**src/rtl/bist_pkg.sv**
```systemverilog
// bist_pkg: shared pattern, LFSR and FSM encodings for the RAM self-test engine.
package bist_pkg;

  typedef enum logic [1:0] {
    PAT_ADDR  = 2'd0,
    PAT_NADDR = 2'd1,
    PAT_CHK   = 2'd2,
    PAT_LFSR  = 2'd3
  } pat_t;

  localparam logic [15:0] LFSR_SEED = 16'hACE1;
  localparam logic [15:0] LFSR_MASK = 16'hB400;

  typedef enum logic [2:0] {
    ST_IDLE    = 3'd0,
    ST_WR_REQ  = 3'd1,
    ST_WR_WAIT = 3'd2,
    ST_RD_REQ  = 3'd3,
    ST_RD_WAIT = 3'd4,
    ST_DONE    = 3'd5
  } bist_state_t;

endpackage

```
**src/rtl/bist_pattern_gen.sv**
```systemverilog
// bist_pattern_gen: expected/write data for the current word address.
// The LFSR steps once per completed access and is reseeded per pass.
module bist_pattern_gen
  import bist_pkg::*;
(
  input  logic        sys_clk,
  input  logic        sys_rst,
  input  logic        seed,
  input  logic        advance,
  input  logic [1:0]  pattern_sel,
  input  logic [15:0] addr,
  output logic [15:0] data
);

  logic [15:0] lfsr;

  always_ff @(posedge sys_clk) begin
    if (sys_rst) begin
      lfsr <= LFSR_SEED;
    end else if (seed) begin
      lfsr <= LFSR_SEED;
    end else if (advance) begin
      lfsr <= (lfsr >> 1) ^ (lfsr[0] ? LFSR_MASK : 16'h0000);
    end
  end

  always_comb begin
    data = addr;
    unique case (pat_t'(pattern_sel))
      PAT_ADDR:  data = addr;
      PAT_NADDR: data = ~addr;
      PAT_CHK:   data = addr[0] ? 16'hAAAA : 16'h5555;
      PAT_LFSR:  data = lfsr;
      default:   data = addr;
    endcase
  end

endmodule

```
**src/rtl/ram_bist.sv**
```systemverilog
// ram_bist: write-then-readback self-test master for the ram_ctrl request port.
// Optional RAM_BIST_STOP_ON_ERR_EN ends the test at the first mismatch.
module ram_bist
  import bist_pkg::*;
#(
  parameter int ADDR_W = 23,
  parameter int DATA_W = 16,
  parameter logic [ADDR_W-1:0] ADDR_LAST = 23'h7FFFFF,
  parameter int TIMEOUT = 1023
) (
  input  logic              sys_clk,
  input  logic              sys_rst,
  input  logic              start,
  input  logic [1:0]        pattern_sel,
  output logic              busy,
  output logic              done,
  output logic              pass,
  output logic              timeout,
  output logic [15:0]       err_cnt,
  output logic [ADDR_W-1:0] fail_addr,
  output logic [DATA_W-1:0] fail_data,
  output logic              mem_req,
  output logic              mem_we,
  output logic [31:0]       mem_addr,
  output logic [DATA_W-1:0] mem_wdata,
  input  logic [DATA_W-1:0] mem_rdata,
  input  logic              mem_rdy
);

  localparam int WCW = $clog2(TIMEOUT + 1);

  bist_state_t       state;
  logic [1:0]        patSel;
  logic [ADDR_W-1:0] addr;
  logic [WCW-1:0]    waitCnt;
  logic [15:0]       errCnt;
  logic [ADDR_W-1:0] failAddr;
  logic [DATA_W-1:0] failData;
  logic              busyR, doneR, passR, toR, reqR, weR;
  logic [DATA_W-1:0] patData;
  logic              last, idleLike, inWait, seed, advance;
  logic              mismatch, stopNow;

  assign last     = addr == ADDR_LAST;
  assign idleLike = state == ST_IDLE || state == ST_DONE;
  assign inWait   = state == ST_WR_WAIT || state == ST_RD_WAIT;
  assign seed     = (start && idleLike)
                  || (mem_rdy && state == ST_WR_WAIT && last);
  assign advance  = mem_rdy && inWait && !last;
  assign mismatch = mem_rdy && state == ST_RD_WAIT
                  && mem_rdata != patData;

`ifdef RAM_BIST_STOP_ON_ERR_EN
  assign stopNow = mismatch;
`else
  assign stopNow = 1'b0;
`endif

  bist_pattern_gen uGen (
    .sys_clk     (sys_clk),
    .sys_rst     (sys_rst),
    .seed        (seed),
    .advance     (advance),
    .pattern_sel (patSel),
    .addr        (addr[15:0]),
    .data        (patData)
  );

  always_ff @(posedge sys_clk) begin
    if (sys_rst) begin
      state    <= ST_IDLE;
      patSel   <= '0;
      addr     <= '0;
      waitCnt  <= '0;
      errCnt   <= '0;
      failAddr <= '0;
      failData <= '0;
      busyR    <= 1'b0;
      doneR    <= 1'b0;
      passR    <= 1'b0;
      toR      <= 1'b0;
      reqR     <= 1'b0;
      weR      <= 1'b0;
    end else begin
      reqR <= 1'b0;
      unique case (state)
        ST_IDLE, ST_DONE: begin
          if (start) begin
            patSel   <= pattern_sel;
            errCnt   <= '0;
            failAddr <= '0;
            failData <= '0;
            toR      <= 1'b0;
            passR    <= 1'b0;
            doneR    <= 1'b0;
            busyR    <= 1'b1;
            addr     <= '0;
            reqR     <= 1'b1;
            weR      <= 1'b1;
            state    <= ST_WR_REQ;
          end
        end
        ST_WR_REQ, ST_RD_REQ: begin
          waitCnt <= '0;
          state   <= (state == ST_WR_REQ) ? ST_WR_WAIT : ST_RD_WAIT;
        end
        ST_WR_WAIT, ST_RD_WAIT: begin
          if (mem_rdy) begin
            if (mismatch) begin
              if (errCnt != 16'hFFFF) errCnt <= errCnt + 16'd1;
              if (errCnt == 16'd0) begin
                failAddr <= addr;
                failData <= mem_rdata;
              end
            end
            if (state == ST_RD_WAIT && (last || stopNow)) begin
              busyR <= 1'b0;
              doneR <= 1'b1;
              passR <= !mismatch && errCnt == 16'd0;
              state <= ST_DONE;
            end else if (state == ST_WR_WAIT && last) begin
              addr  <= '0;
              reqR  <= 1'b1;
              weR   <= 1'b0;
              state <= ST_RD_REQ;
            end else begin
              addr  <= addr + 1'b1;
              reqR  <= 1'b1;
              state <= (state == ST_WR_WAIT) ? ST_WR_REQ : ST_RD_REQ;
            end
          end else if (waitCnt == WCW'(TIMEOUT - 1)) begin
            toR   <= 1'b1;
            busyR <= 1'b0;
            doneR <= 1'b1;
            passR <= 1'b0;
            weR   <= 1'b0;
            state <= ST_DONE;
          end else begin
            waitCnt <= waitCnt + 1'b1;
          end
        end
        default: state <= ST_IDLE;
      endcase
    end
  end

  assign busy      = busyR;
  assign done      = doneR;
  assign pass      = passR;
  assign timeout   = toR;
  assign err_cnt   = errCnt;
  assign fail_addr = failAddr;
  assign fail_data = failData;
  assign mem_req   = reqR;
  assign mem_we    = weR;
  assign mem_addr  = {{(32 - ADDR_W){1'b0}}, addr};
  assign mem_wdata = weR ? patData : '0;

endmodule

```
**config.mk**
```make
export PLATFORM = sky130hd
export DESIGN_NAME = ram_bist
export DESIGN_NICKNAME = d
export VERILOG_FILES = /design/src/rtl/bist_pkg.sv /design/src/rtl/bist_pattern_gen.sv /design/src/rtl/ram_bist.sv
export SDC_FILE = /design/constraint.sdc
export NUM_CORES = 1
export LEC_CHECK = 0
export BUFFER_PORTS_ARGS = -buffer_cell sky130_fd_sc_hd__buf_2
export CAP_MARGIN = 20
export CORE_ASPECT_RATIO = 0.5
export CORE_UTILIZATION = 36
export DETAILED_ROUTE_END_ITERATION = 10
export HOLD_SLACK_MARGIN = 0.15
export PLACE_DENSITY_LB_ADDON = 0.3
export SYNTH_ARGS = -nofsm -noshare
export SYNTH_HDL_FRONTEND = slang
export SYNTH_SLANG_ARGS = --single-unit
```
**constraint.sdc**
```tcl
create_clock -name sys_clk -period 5.5 [get_ports sys_clk]
set_input_delay 1.1 -clock sys_clk [delete_from_list [all_inputs] [get_ports sys_clk]]
set_output_delay 1.1 -clock sys_clk [all_outputs]
set_load 0.03 [all_outputs]
```
==> impl_metrics.yaml, run 1 <==
outcome:
  outcome: "completed"
floorplanning:
  ioPinCount: 131
  die_height_um: 93.4
  die_area_mm2: 0.0173
  core_area_mm2: 0.0159
  num_rows: 32
  die_x_um: 185
  start_util_pct: 37.9
synthesis:
  syn_area_mm2: 0.00601
  synth.most_common_cell: "dfxtp_1"
  synth.area.top_cells: "dfxtp_1 (38%), nand3_1 (6.7%), nand2_1 (6.4%)"
  syn_avg_cell_area_um2: 7.84
  syn_inst: 767
  synth_top_area_cell: "dfxtp_1"
  synth_edf_count: 0
  synth_top_area_share_pct: 38.3
  synth_flop_cell: "dfxtp_1"
  ys_ff_latch: 115
  synth_cell_types: 55
  yosysSeqAreaShare_pct: 38.3
  ys_warn_count: 0
  synthTopCellsByCount: "dfxtp_1 (115), nand2_1 (102), nand3_1 (80)"
  async_reset_ff_share_pct: 0
setup_path:
  ff2ff_setup_slack_ns: 1.45
  path_class: "flip-flop to flip-flop"
  slowest_stage: "dfxtp_1"
  r2r-start: "patSel[1]$_SDFFE_PP0P_"
  worstSetupEndpointType: "flip-flop"
  startpoint_type: "flip-flop"
  crit_arrival_ns: 4.35
  crit_chain: "inv_1 -> nor4b_1 -> nor4_1 -> a2111oi_0 -> nand4_1 -> o21ai_1 -> buf_4 -> nor3b_1 -> a31o_2"
  crit_start: "patSel[1]$_SDFFE_PP0P_"
  reg2reg_to: "err_cnt[15]$_SDFFE_PP0P_"
  crit_end: "err_cnt[15]$_SDFFE_PP0P_"
  critPathRequiredTime_ns: 5.80
  crit_fanout: 22
  r2r.worst_path.cells: 9
  max_stage_delay_ns: 0.86
timing:
  hold_violations: 0
  rsz0062_at_grt: "false"
  skew_ns: 0.0121
  tns_ns: 0
  setup_ws_ns: 1.45
  min_period_ns: 4.05
  fin_crit_sh_pct: 73.6
  drv_slew: 0
  slew-limit-headroom_pct: 32.0
  fmax_mhz: 247
  tightestPinTransition_ns: 1.02
  setup_viol: 0
cells_and_area:
  drive_above_1_share_pct: 19.4
  utilization_pct: 45.9
  syn2layout_area_growth_pct: 21.1
  fin_nets: 884
  n_antenna_cell: 0
  stdcell_area_mm2: 0.00728
placement:
  dp_hpwl_mm: 13.0
  placed_cell_area_mm2: 0.00668
  pre_cts_slack_ns: 1.48
  portBuffers: 121
  place.gp.congestion: 0.908
grt:
  antenna_found_initial: 0
  grt_pass1_vias: 5202
  grt-ovfl-total: 0
  grt_pass1_wl_mm: 27.9
  grt_start_max_net_pins: 47
  grt_usage_pct: 20.8
run:
  drv_cap: 0
clock_tree:
  cts_tree: "built"
  h-tree-depth: 4
  clkTransAtPathRegs_ns: 0.06
  cts.sinks: 115
  cts_resized: 0
  worstSkewPairLatency_ns: 0.41
  cts_setup_buffers: 0
  hold_buffers: 0
  clockBufferDepth: 2
  root_buffer: "clkbuf_16"
  cts_buffers: 17
power_and_ir_drop:
  combPwrFrac_pct: 11.5
  leakage_nw: 3.03
  p_int_mw: 1.66
  clockPowerShare_pct: 49.4
  p_per_area_mw_per_mm2: 310
  switching_power_mw: 0.596
  vdd_drop_max_v: 0.000224
  netSwitchingFraction_pct: 26.4
  seqPwrFrac_pct: 39.1
routing:
  drt_pass1_iterations: 5
  avgViaCountPerCell: 5.36
  wirelength_mm: 17.9
  drtIter0Drc: 517
  route.detailed.drc: 0
  via_count: 5844
  postRouteAntennaNets: 0
  wl_per_cell_um: 16.4
worst_hold_path:
  min-delay-start: "fail_data[4]$_SDFFE_PP0P_"
  min_path_type: "flip-flop to flip-flop"
final cells by class:
type | count | area (um2)
tap | 221 | 277
multi-input combinational | 579 | 3370
clock buffer | 22 | 464
inverter | 15 | 56.3
sequential | 115 | 2300
clock inverter | 9 | 130
timing repair buffer | 129 | 678
fill | 1590 | 8580
per-stage QoR:
stage	cells	power [mW]	hold WS (ns)
after floorplan	775	1.09	0.445
after global placement	1058	1.15	0.445
after detailed placement	1058	1.16	0.454
after CTS	1089	2.28	0.467
after global routing	1090	2.35	0.486
final	1090	2.26	0.462
metal layers:
layer	track usage [%]	routed length [um]	up-vias
li1	-	-	2850
met1	29.8	8870	2786
met2	31.5	7760	187
met5	0	0	-
met4	6.61	239	0
met3	3.58	998	21
state kept, by name, indices dropped and copies added, names as in the netlist:
register   cells
uGen.lfsr     16
err_cnt       16
addr          23
state          3
patSel         2
waitCnt       10
mem_we         1
mem_req        1
busy           1
done           1
pass           1
fail_data     16
fail_addr     23
timeout        1
power by group through the flow:
stage,registers (mW),logic (mW),clock network (mW)
detailed placement,0.899,0.256,0
CTS,0.882,0.258,1.14
finish,0.883,0.260,1.12
global placement,0.899,0.255,0
global route,0.885,0.284,1.18
floorplan,0.886,0.203,0
critical path, delay by kind of cell (launching register included):
family	cells	cell delay (ns)
AND/OR/NAND/NOR	4	0.88
AO/OA/AOI/OAI	3	1.46
buffers and inverters	2	0.74
flip-flops	1	0.86
worst min path at each step:
stage / end / cells after the start / slack [ns]
2_1_floorplan: uGen.lfsr[2]$_SDFFE_PP0P_ / 2 / 0.44
3_3_place_gp: done$_SDFFE_PP0P_ / 1 / 0.45
3_5_place_dp: done$_SDFFE_PP0P_ / 1 / 0.45
4_1_cts: done$_SDFFE_PP0P_ / 1 / 0.47
5_1_grt: fail_data[9]$_SDFFE_PP0P_ / 2 / 0.49
6_report: fail_data[4]$_SDFFE_PP0P_ / 2 / 0.46
kinds of logic after synthesis:
| logic type | share of synthesized area (%) |
|---|---|
| buf+inv | 6.76 |
| flops | 38.3 |
| fa+ha+maj | 1.04 |
| mux | 2.33 |
| other cells | 0.0624 |
| simple gates | 27.7 |
| xor+xnor | 7.72 |
| compound gates | 16.0 |
cells in the final DEF (no fill, tap or decap), types with 6 or more instances in the layout:
| cell type | n |
|---|---|
| a211oi_1 | 6 |
| a21o_1 | 13 |
| a21oi_1 | 35 |
| and2_1 | 11 |
| and3_1 | 13 |
| buf_2 | 121 |
| buf_4 | 7 |
| clkbuf_16 | 17 |
| conb_1 | 9 |
| dfxtp_1 | 114 |
| inv_1 | 15 |
| mux2i_1 | 14 |
| nand2_1 | 102 |
| nand2b_1 | 6 |
| nand3_1 | 80 |
| nand4_1 | 14 |
| nor2_1 | 56 |
| nor3_1 | 10 |
| nor3b_1 | 6 |
| nor4_1 | 8 |
| o211ai_1 | 6 |
| o21ai_0 | 61 |
| o41ai_1 | 9 |
| or3_1 | 12 |
| xnor2_1 | 29 |
| xor2_1 | 24 |
Power figures use the tool's default switching activity.
==> inputs of run 2 (changes only) <==
clock period = 4 ns   (was 5.5 ns; I/O delays follow)
==> run 2 against run 1 <==
Non-clock buffer count is 8 higher. Core utilization up 0.67 points. Cell count rose by 0.83%. Combinational power up 39%. Clock power increased by 51%. Routed wire length fell by 0.78%. Clock skew is 0.00092 ns lower. Critical path depth unchanged. Clock-buffer cell count unchanged. Via count down 0.87%. Register-to-register slack got worse by 0.88 ns.
==> impl_metrics.yaml, run 2 (synthesis results as in run 1) <==
routing:
  wl_met2_mm: 7.57
  wl_met1_mm: 8.94
  avgViaCountPerCell: 5.27
  via_count: 5793
  wirelength_mm: 17.7
  top_layer: "met4"
  drtIter0Drc: 451
  drt_pass1_iterations: 5
  wl_met3_mm: 1.05
  route.detailed.drc: 0
  postRouteAntennaNets: 0
  wl_per_cell_um: 16.1
timing:
  rsz0062_at_grt: "false"
  fmax_mhz: 292
  fin_crit_sh_pct: 85.7
  min_period_ns: 3.43
  skew_ns: 0.0111
  setup_viol: 0
  drv_slew: 0
  slew-limit-headroom_pct: 36.1
  tightestPinTransition_ns: 0.959
  hold_violations: 0
  tns_ns: 0
floorplanning:
  num_rows: 32
  die_area_mm2: 0.0173
  die_height_um: 93.4
  start_util_pct: 37.9
  ioPinCount: 131
  die_x_um: 185
  core_area_mm2: 0.0159
placement:
  portBuffers: 121
  dp_hpwl_mm: 12.8
  place.gp.congestion: 0.864
  placed_cell_area_mm2: 0.00673
clock_tree:
  worstSkewPairLatency_ns: 0.41
  h-tree-depth: 4
  cts_buffers: 17
  cts_setup_buffers: 0
  cts_resized: 0
  clkTransAtPathRegs_ns: 0.06
  root_buffer: "clkbuf_16"
  hold_buffers: 0
  cts.sinks: 115
  clockBufferDepth: 2
  cts_tree: "built"
setup_path:
  path_class: "flip-flop to flip-flop"
  ff2ff_setup_slack_ns: 0.57
  critPathRequiredTime_ns: 4.35
  max_stage_delay_ns: 0.96
  crit_arrival_ns: 3.78
  crit_fanout: 43
  startpoint_type: "flip-flop"
  slowest_stage: "dfxtp_2"
  crit_chain: "nor2_2 -> a211oi_1 -> or3_1 -> nand4_1 -> or4_4 -> o21ai_1 -> buf_4 -> and2_1 -> a211o_1"
  worstSetupEndpointType: "flip-flop"
cells_and_area:
  drive_above_1_share_pct: 20.5
  utilization_pct: 46.6
  register_area_mm2: 0.00230
  n_antenna_cell: 0
  syn2layout_area_growth_pct: 22.9
  stdcell_area_mm2: 0.00739
  mostFrequentLayoutCell: "buf_2"
  fin_nets: 892
  multi_input_area_mm2: 0.00337
  num-fill-cells: 1592
  final_cell_mix: "buf_2 (121), dfxtp_1 (114), nand2_1 (102), nand3_1 (80), o21ai_0 (61)"
grt:
  grt_pass1_wl_mm: 28.0
  grt_pass1_vias: 5295
  grt_start_max_net_pins: 44
  grt_usage_pct: 21.1
  grt-ovfl-total: 0
  antenna_found_initial: 0
outcome:
  outcome: "completed"
run:
  drv_cap: 0
power_and_ir_drop:
  leakage_nw: 3.09
  vdd_drop_max_v: 0.000324
  p_per_area_mw_per_mm2: 441
  p_total_mw: 3.26
worst_hold_path:
  min_path_type: "flip-flop to flip-flop"
run 2: changes by cell type in the layout (fill, tap and decap cells not counted):
cell and change:
inv_6 +3, bufinv_16 +1, clkinv_2 -2, buf_4 +9, clkbuf_8 +2, buf_12 -1
clkbuf_1 -2, clkinvlp_4 -1
run 2: power by group:
group | switching, mW | total [mW] | internal [mW] | leakage, nW
clock | 0.571 | 1.69 | 1.12 | 0.310
combinational | 0.242 | 0.361 | 0.120 | 1.85
sequential | 0.0441 | 1.21 | 1.16 | 0.929
run 2: routing by layer:
metal | vias to the layer above | global-route usage (%)
li1 | 2880 | -
met1 | 2725 | 30.4
met2 | 172 | 31.3
met3 | 16 | 4.28
met4 | 0 | 6.27
met5 | - | 0
run 2: final timing paths:
path	endpoint	cells past startpoint	startpoint
worst max-delay path	err_cnt[6]$_SDFFE_PP0P_	9	patSel[0]$_SDFFE_PP0P_
worst min-delay path	fail_data[1]$_SDFFE_PP0P_	2	fail_data[1]$_SDFFE_PP0P_
worst max register to register	err_cnt[6]$_SDFFE_PP0P_	9	patSel[0]$_SDFFE_PP0P_
worst min register to register	fail_data[1]$_SDFFE_PP0P_	2	fail_data[1]$_SDFFE_PP0P_
run 2: through the flow:
stage / worst slack [ns] / std cells / hold WS, ns
2_1_floorplan: 1.22 / 775 / 0.445
3_3_place_gp: 0.728 / 1066 / 0.445
3_5_place_dp: 0.627 / 1067 / 0.457
4_1_cts: 0.614 / 1099 / 0.469
5_1_grt: 0.263 / 1099 / 0.490
6_report: 0.573 / 1099 / 0.467
run 2: worst max-delay path: cells and delay by family, from the launching register on:
kind	cells	cell delay, ns
buffers and inverters	1	0.26
DFF	1	0.96
AOI/OAI and AO/OA	3	0.74
and+or+nand+nor	5	1.40
run 2: cell type report:
class,instances,share of cell area [%]
clock buffers,22,6.56
clock inverters,10,2.29
inverters,15,0.762
multi-input cells,579,45.6
flip-flops and latches,115,31.2
well taps,221,3.74
repair buffers,137,9.83
==> inputs of run 3 (changes only) <==
CORE_UTILIZATION = 55   (was 36)
==> run 3 against run 2 <==
Non-clock buffer count is 3 lower. Combinational power about the same. Die area shrank 34%. Global-route usage up 9.5 points. Setup slack got worse by 0.0093 ns. Clock power is 9% lower. Largest cell class unchanged. Cell count fell by 7.8%.
==> impl_metrics.yaml, run 3 (synthesis results as in run 1) <==
floorplanning:
  die_x_um: 150
  start_util_pct: 57.8
  die_area_mm2: 0.0114
  num_rows: 26
  core_area_mm2: 0.0104
  ioPinCount: 131
  die_height_um: 75.9
timing:
  tightestPinTransition_ns: 1.06
  drv_slew: 0
  skew_ns: 0.00654
  setup_viol: 0
  slew-limit-headroom_pct: 29.3
  tns_ns: 0
  rsz0062_at_grt: "false"
  whs_ns: 0.460
  fmax_mhz: 291
  fin_crit_sh_pct: 85.9
  min_period_ns: 3.44
  hold_violations: 0
setup_path:
  crit_fanout: 43
  worstSetupEndpointType: "flip-flop"
  path_class: "flip-flop to flip-flop"
  startpoint_type: "flip-flop"
  critPathRequiredTime_ns: 4.35
  crit_arrival_ns: 3.79
clock_tree:
  cts_tree: "built"
  clkTransAtPathRegs_ns: 0.05
  worstSkewPairLatency_ns: 0.41
  h-tree-depth: 4
  clockBufferDepth: 2
  cts_resized: 0
  cts.sinks: 115
  root_buffer: "clkbuf_16"
  cts_buffers: 17
  cts_setup_buffers: 0
  hold_buffers: 0
routing:
  drt_pass1_iterations: 5
  wl_per_cell_um: 16.9
  wirelength_mm: 17.1
  via_count: 6018
  drtIter0Drc: 561
  route.detailed.drc: 0
  avgViaCountPerCell: 5.94
  postRouteAntennaNets: 0
placement:
  portBuffers: 121
  dp_hpwl_mm: 11.9
  place.gp.congestion: 0.925
run:
  drv_cap: 0
grt:
  gr-usage-met3_pct: 8.13
  grt-ovfl-total: 0
  use_met2_pct: 44.2
  gr-usage-met1_pct: 43.5
  grt_pass1_vias: 5286
  grt_pass1_wl_mm: 27.2
  antenna_found_initial: 0
  grt_usage_pct: 30.6
  grt_busiest_layer: "met2"
  grt_start_max_net_pins: 45
power_and_ir_drop:
  netSwitchingFraction_pct: 26.5
  p_int_mw: 2.28
  p_total_mw: 3.11
  p_per_area_mw_per_mm2: 432
  vdd_drop_max_v: 0.000305
  seqPwrFrac_pct: 38.9
  switching_power_mw: 0.825
  clockPowerShare_pct: 49.5
  leakage_nw: 3.06
  combPwrFrac_pct: 11.7
worst_hold_path:
  min_path_type: "flip-flop to flip-flop"
cells_and_area:
  fin_nets: 889
  mostFrequentLayoutCell: "buf_2"
  n_antenna_cell: 0
  drive_above_1_share_pct: 20.0
  num-fill-cells: 847
  syn2layout_area_growth_pct: 19.8
  final_cell_mix: "buf_2 (121), dfxtp_1 (114), nand2_1 (102), nand3_1 (80), o21ai_0 (61)"
outcome:
  outcome: "completed"
## run 3: critical path, stage by stage, from the launching register on
cell,delay (ns)
dfxtp_2,0.94
nor2_2,0.18
a211oi_1,0.39
or3_1,0.17
nand4_1,0.09
or4_4,0.55
o21ai_1,0.14
buf_4,0.26
and2_1,0.43
a21o_1,0.20
## run 3: layout make-up
| class | count | area [um2] | share of cell area [%] |
|---|---|---|---|
| inverter | 15 | 56.3 | 0.782 |
| timing repair buffer | 134 | 703 | 9.77 |
| clock buffer | 20 | 457 | 6.34 |
| tap | 140 | 175 | 2.43 |
| clock inverter | 10 | 134 | 1.86 |
| multi-input combinational | 579 | 3370 | 46.8 |
| sequential | 115 | 2300 | 32.0 |
## run 3: per-stage QoR
stage	utilization (%)	area [um2]	setup slack (ns)	std cells
after floorplan	-	6040	1.22	775
after global placement	63.4	6600	0.755	982
after detailed placement	63.4	6600	0.674	982
after CTS	69.1	7190	0.601	1012
after global routing	69.2	7200	0.314	1013
final	69.2	7200	0.564	1013
## run 3: worst paths after layout
kind	from	end	slack, ns	cells past startpoint
hold / removal	timeout$_SDFFE_PP0P_	timeout$_SDFFE_PP0P_	0.46	1
setup / recovery	patSel[0]$_SDFFE_PP0P_	err_cnt[8]$_SDFFE_PP0P_	0.56	9
setup reg to reg	patSel[0]$_SDFFE_PP0P_	err_cnt[8]$_SDFFE_PP0P_	0.56	9
hold reg to reg	timeout$_SDFFE_PP0P_	timeout$_SDFFE_PP0P_	0.46	1
## run 3: power by group through the flow
stage | clock [mW] | sequential [mW] | combinational [mW]
5_1_grt | 1.60 | 1.21 | 0.396
3_3_place_gp | 0 | 1.23 | 0.345
6_report | 1.54 | 1.21 | 0.363
4_1_cts | 1.54 | 1.21 | 0.357
3_5_place_dp | 0 | 1.23 | 0.352
2_1_floorplan | 0 | 1.22 | 0.279
## run 3: metal layers
layer / up-vias / wire, um
met1: 2859 / 7880
met3: 24 / 1620
met5: - / 0
li1: 2855 / -
met4: 0 / 203
met2: 280 / 7430
